===== config.mk =====
export PLATFORM = sky130hd
export DESIGN_NAME = adder_operand_loader_flat
export DESIGN_NICKNAME = d
export VERILOG_FILES = /design/src/rtl/adder_operand_loader_if.sv /design/src/rtl/adder_operand_loader.sv /design/src/flat_wrapper.sv
export SDC_FILE = /design/constraint.sdc
export NUM_CORES = 2
export LEC_CHECK = 0
export ABC_AREA = 1
export CAP_MARGIN = 40
export CORE_AREA = 3 3 317 319
export CTS_BUF_LIST = sky130_fd_sc_hd__clkbuf_4 sky130_fd_sc_hd__clkbuf_8
export CTS_CLUSTER_SIZE = 25
export DETAILED_ROUTE_END_ITERATION = 8
export DIE_AREA = 0 0 320 322
export HOLD_SLACK_MARGIN = 0.03
export PLACE_DENSITY_LB_ADDON = 0.2
export SLEW_MARGIN = 30
export SYNTH_ARGS = -nofsm -noshare
export SYNTH_HDL_FRONTEND = slang
export SYNTH_SLANG_ARGS = --single-unit

===== constraint.sdc =====
create_clock -name clk -period 1.6 [get_ports clk]
set_input_delay 0.32 -clock clk [delete_from_list [all_inputs] [get_ports clk]]
set_output_delay 0.32 -clock clk [all_outputs]
set_load 0.005 [all_outputs]

===== src/rtl/adder_operand_loader_if.sv =====
// Word-stream interface feeding adder_operand_loader.
// A word transfers on every rising clk edge where in_valid && in_ready; in_data is don't-care otherwise.
interface adder_operand_loader_if #(
    parameter int WORD_W = 32
);
    logic              in_valid;
    logic              in_ready;
    logic [WORD_W-1:0] in_data;

    modport master (output in_valid, output in_data, input in_ready);
    modport slave  (input in_valid, input in_data, output in_ready);
endinterface


===== src/rtl/adder_operand_loader.sv =====
// Assembles two OP_W-bit operands from a 32-bit word stream and hands them to the adder controller.
// Optional macro OPERAND_PAD_CHECK_EN adds pad_err, flagging non-zero padding bits in each operand's last word.
module adder_operand_loader #(
    parameter int WORD_W    = 32,
    parameter int OP_W      = 381,
    parameter int NUM_WORDS = 12
) (
    input  logic                         clk,
    input  logic                         reset,
    adder_operand_loader_if.slave        in_if,
    input  logic                         adder_done,
    output logic                         start,
    output logic [OP_W-1:0]              op_a,
    output logic [OP_W-1:0]              op_b,
    output logic                         busy,
`ifdef OPERAND_PAD_CHECK_EN
    output logic                         pad_err,
`endif
    output logic [1:0]                   state_dbg,
    output logic [$clog2(NUM_WORDS)-1:0] count_dbg
);
    localparam int CNT_W  = $clog2(NUM_WORDS);
    localparam int PAD_W  = NUM_WORDS * WORD_W - OP_W;
    localparam logic [CNT_W-1:0] LAST = CNT_W'(NUM_WORDS - 1);

    typedef enum logic [1:0] {LOAD_A = 2'd0, LOAD_B = 2'd1, FIRE = 2'd2, WAIT_DONE = 2'd3} state_t;

    state_t            state_q, state_d;
    logic [CNT_W-1:0]  count_q, count_d;
    logic              busy_d;
    logic [OP_W-1:0]   op_a_d, op_b_d;
    logic [OP_W-1:0]   wr_mask, wr_data;
    logic              accept, last_word;
`ifdef OPERAND_PAD_CHECK_EN
    logic              pad_err_d;
`endif

    assign in_if.in_ready = (state_q == LOAD_A) || (state_q == LOAD_B);
    assign start          = (state_q == FIRE) || (state_q == WAIT_DONE);
    assign accept         = in_if.in_valid && in_if.in_ready;
    assign last_word      = (count_q == LAST);
    assign state_dbg      = state_q;
    assign count_dbg      = count_q;

    // Bits of the last word above OP_W fall off the top of the shift.
    assign wr_mask = OP_W'({WORD_W{1'b1}}) << (int'(count_q) * WORD_W);
    assign wr_data = OP_W'(in_if.in_data) << (int'(count_q) * WORD_W);

    always_comb begin
        state_d = state_q;
        count_d = count_q;
        busy_d  = busy;
        op_a_d  = op_a;
        op_b_d  = op_b;
`ifdef OPERAND_PAD_CHECK_EN
        pad_err_d = pad_err;
        if (accept && last_word && (in_if.in_data[WORD_W-1 -: PAD_W] != '0))
            pad_err_d = 1'b1;
`endif
        case (state_q)
            LOAD_A: begin
                if (accept) begin
                    op_a_d = (op_a & ~wr_mask) | wr_data;
                    busy_d = 1'b1;
                    if (last_word) begin
                        count_d = '0;
                        state_d = LOAD_B;
                    end else begin
                        count_d = count_q + CNT_W'(1);
                    end
                end
            end
            LOAD_B: begin
                if (accept) begin
                    op_b_d = (op_b & ~wr_mask) | wr_data;
                    busy_d = 1'b1;
                    if (last_word) begin
                        count_d = '0;
                        state_d = FIRE;
                    end else begin
                        count_d = count_q + CNT_W'(1);
                    end
                end
            end
            FIRE: state_d = WAIT_DONE;
            WAIT_DONE: begin
                if (adder_done) begin
                    busy_d  = 1'b0;
                    count_d = '0;
                    state_d = LOAD_A;
`ifdef OPERAND_PAD_CHECK_EN
                    pad_err_d = 1'b0;
`endif
                end
            end
            default: state_d = LOAD_A;
        endcase
    end

    always_ff @(posedge clk) begin
        if (reset) begin
            state_q <= LOAD_A;
            count_q <= '0;
            busy    <= 1'b0;
            op_a    <= '0;
            op_b    <= '0;
`ifdef OPERAND_PAD_CHECK_EN
            pad_err <= 1'b0;
`endif
        end else begin
            state_q <= state_d;
            count_q <= count_d;
            busy    <= busy_d;
            op_a    <= op_a_d;
            op_b    <= op_b_d;
`ifdef OPERAND_PAD_CHECK_EN
            pad_err <= pad_err_d;
`endif
        end
    end
endmodule


===== src/flat_wrapper.sv =====
// flat-port wrapper written by rule: the top's interface ports become plain ports
module adder_operand_loader_flat 
#(
    parameter int WORD_W    = 32,
    parameter int OP_W      = 381,
    parameter int NUM_WORDS = 12
)
  (clk, reset, adder_done, start, op_a, op_b, busy, state_dbg, count_dbg, in_if_in_valid, in_if_in_data, in_if_in_ready);
  adder_operand_loader_if #(.WORD_W(WORD_W)) in_if_i ();
  input  logic clk;
  input  logic reset;
  input  logic adder_done;
  output logic start;
  output logic [OP_W-1:0] op_a;
  output logic [OP_W-1:0] op_b;
  output logic busy;
  output logic [1:0] state_dbg;
  output logic [$clog2(NUM_WORDS)-1:0] count_dbg;
  input wire logic [$bits(in_if_i.in_valid)-1:0] in_if_in_valid;
  input wire logic [$bits(in_if_i.in_data)-1:0] in_if_in_data;
  output wire logic [$bits(in_if_i.in_ready)-1:0] in_if_in_ready;
  assign in_if_i.in_valid = in_if_in_valid;
  assign in_if_i.in_data = in_if_in_data;
  assign in_if_in_ready = in_if_i.in_ready;
  adder_operand_loader #(.WORD_W(WORD_W), .OP_W(OP_W), .NUM_WORDS(NUM_WORDS)) u_core (.clk(clk), .reset(reset), .in_if(in_if_i), .adder_done(adder_done), .start(start), .op_a(op_a), .op_b(op_b), .busy(busy), .state_dbg(state_dbg), .count_dbg(count_dbg));
endmodule

==> flow_summary.yaml <==
routing:
  drt.antenna.violating_nets: 0
  vias_per_cell: 5.15
  drt_iter0_markers: 2829
  drc_errors: 0
  routedWlPerCell_um: 25.4
  detail_route.first_pass.iterations: 5
  via_count: 33400
  routed_wl_mm: 165
finish:
  fin_nets: 5143
  n_fill_cell: 9317
  multiInputGateArea_um2: 14600
  post_route_cells_drive_above_1_share_pct: 52.8
  area_delta_synth_final_pct: 70.7
  ff_latch_area_um2: 16400
global_route:
  antenna_found_initial: 14
  grt_pass1_vias: 30600
  grt_overflow: 0
  grt_start_max_net_pins: 91
  track_usage_pct: 28.0
  grt_pass1_wl_mm: 214
setup_path:
  cp_common_cell: "buf_6"
  crit_path_end_kind: "output pin"
  crit_slowest_cell: "dfxtp_4"
  max_stage_delay_ps: 360
  cp.required_ps: 1280
  critPathMaxFanout: 4
  critical_path_arrival_ps: 1780
  path_cells: "buf_6 > ha_4 > nor2_4 > inv_2 > buf_6"
  cp-start-kind: "flop"
  critical_path_class: "flop to output pin"
yosys:
  synth_edf_count: 0
  synth_fp_nets: 4035
  syn-cell-area_um2: 29100
  synthTopCellsByArea: "dfxtp_1 (53%), nand2_1 (20%), a21oi_1 (13%)"
  ys_async_sr_fraction_pct: 0
  synth_common_cells: "nand2_1 (1559), dfxtp_1 (769), a21oi_1 (767), nor2_1 (400), nand3_1 (132)"
  synth-seq-cells: 769
  synth_top_cell_by_area: "dfxtp_1"
  postSynthAreaPerCell_um2: 7.29
  ys_types: 20
  synth_top_area_share_pct: 52.9
  synth_flop_cell: "dfxtp_1"
  yosysMostFrequentCell: "nand2_1"
  synthCells: 3989
  yosys_warnings: 0
  yosysSeqAreaShare_pct: 52.9
run:
  max-cap-violations: 0
timing:
  setup_viol: 1163
  maxSlewHeadroom_pct: 66.5
  holdWs_ps: 407
  setup_ws_ps: -497
  hold_viol: 0
  final_max_slew_viol_count: 0
  min_period_over_period_pct: 131
  tightest_slew_ps: 502
  setup-tns-final_ps: -135840
  period_needed_ps: 2100
  fmax_mhz: 477
  fin_skew_ps: 48.6
  rsz0062_at_grt: "true"
placed_design:
  place_congestion: 0.859
  place_ws_ps: -413
  port_buffers: 806
  hpwl_mm: 101
pwr:
  p_total_uw: 64900
  leakage_uw: 0.0199
  p_per_area_nw_per_um2: 1310
  max-vdd-ir-drop_v: 0.000831
floorplan:
  core_um2: 98100
  initial_utilization_pct: 29.6
  row_count: 115
  die_w_um: 320
  pin_count: 807
  dieArea_um2: 103000
  fp.dieH_um: 322
outcome:
  status: "finished, violations left"
  violations: "negative setup slack"
worst_hold_path:
  hp-class: "input pin to flop"
clocking:
  tritoncts: "done"
  clock_latency_ps: 850
  cts.path.max_buffers: 3
  root_buffer: "clkbuf_8"
  clkSinkCount: 769
  htreeDepth: 4
  path_clk_slew_ps: 60
  numCtsBuffers: 138
[where the power goes]
part / switching [uW] / leakage (uW) / internal, uW / total (uW)
logic: 13800 / 0.0117 / 10400 / 24200
registers: 721 / 0.00660 / 20100 / 20800
clock network: 8780 / 0.00156 / 11200 / 20000
total: 23300 / 0.0199 / 41700 / 64900
[worst paths after layout]
kind | startpoint | slack (ps) | to | cells past startpoint
max reg2reg | u_core.state_dbg[0]$_SDFFE_PP0P_ | -310 | u_core.op_b[154]$_SDFFE_PP0P_ | 10
min reg2reg | u_core.op_b[264]$_SDFFE_PP0P_ | 460 | u_core.op_b[264]$_SDFFE_PP0P_ | 2
max | u_core.state_dbg[0]$_SDFFE_PP0P_ | -500 | in_if_in_ready | 5
min | adder_done | 410 | u_core.state_dbg[0]$_SDFFE_PP0P_ | 6
[per-layer routing]
metal	vias up	routed length [um]	GRT usage [%]	part of all wire, %
met5	-	90	0	0.055
met4	12	9320	13.2	5.7
met3	437	15700	8.31	9.5
met2	1747	73900	44.6	45
met1	16100	65800	34.9	40
li1	15100	-	-	-
[registers in the layout, indices dropped and copies added, names as in the netlist]
register          count
u_core.busy           1
u_core.count_dbg      4
u_core.op_a         381
u_core.op_b         381
u_core.state_dbg      2
[cell usage in the layout (no fill, tap or decap), types with 6 or more instances in the layout]
cell / instances
a21oi_1: 582
a21oi_2: 185
buf_12: 133
buf_16: 42
buf_2: 366
buf_4: 205
buf_6: 437
buf_8: 13
clkbuf_16: 49
clkbuf_4: 49
clkbuf_8: 173
clkdlybuf4s50_1: 34
dfxtp_2: 752
dfxtp_4: 17
diode_2: 7
ha_4: 6
inv_1: 7
inv_4: 6
nand2_1: 1346
nand2_2: 88
nand2_4: 109
nand2_8: 24
nand3_1: 111
nand3_2: 20
nor2_1: 368
nor2_2: 18
nor2_4: 17
[what timing repair did]
item / CTS / global route
endpoints found under the setup margin: 1532 / 1532
hold buffers: 1 / 0
resized for setup: 4545 / 574
endpoints found under the hold margin: 179 / 0
cloned: 36 / 58
pin swaps: 43 / 130
buffers inserted: 109 / 32
[cells by family after synthesis]
group,count (synthesis),share of synthesized area (%)
buffers and inverters,336,5.56
flip-flops,769,52.9
AO/OA/AOI/OAI,768,13.2
AND/OR/NAND/NOR,2106,27.9
adder cells (fa/ha/maj),10,0.430
[critical path: cells and delay by family, from the launching register on]
| kind | cells | cell delay [ps] |
|---|---|---|
| flip-flops | 1 | 360 |
| buffers and inverters | 3 | 310 |
| adder cells (fa/ha/maj) | 1 | 150 |
| AND/OR/NAND/NOR | 1 | 100 |
[final cells by class]
cell class,instances,area share (%)
diodes,7,0.0353
clock buffers,222,5.54
clock inverters,19,0.418
inverters,20,0.232
flip-flops and latches,769,33.0
multi-input cells,2884,29.3
well taps,1287,3.24
repair buffers,1284,28.2
[per-stage QoR]
stage | instance area [um^2] | util (%) | cells
floorplan | 29300 | - | 3989
global placement | 40700 | 41.5 | 6020
detailed placement | 40700 | 41.5 | 6020
CTS | 46000 | 46.8 | 6404
global route | 49600 | 50.6 | 6486
finish | 49700 | 50.6 | 6492
Power figures use the tool's default switching activity.
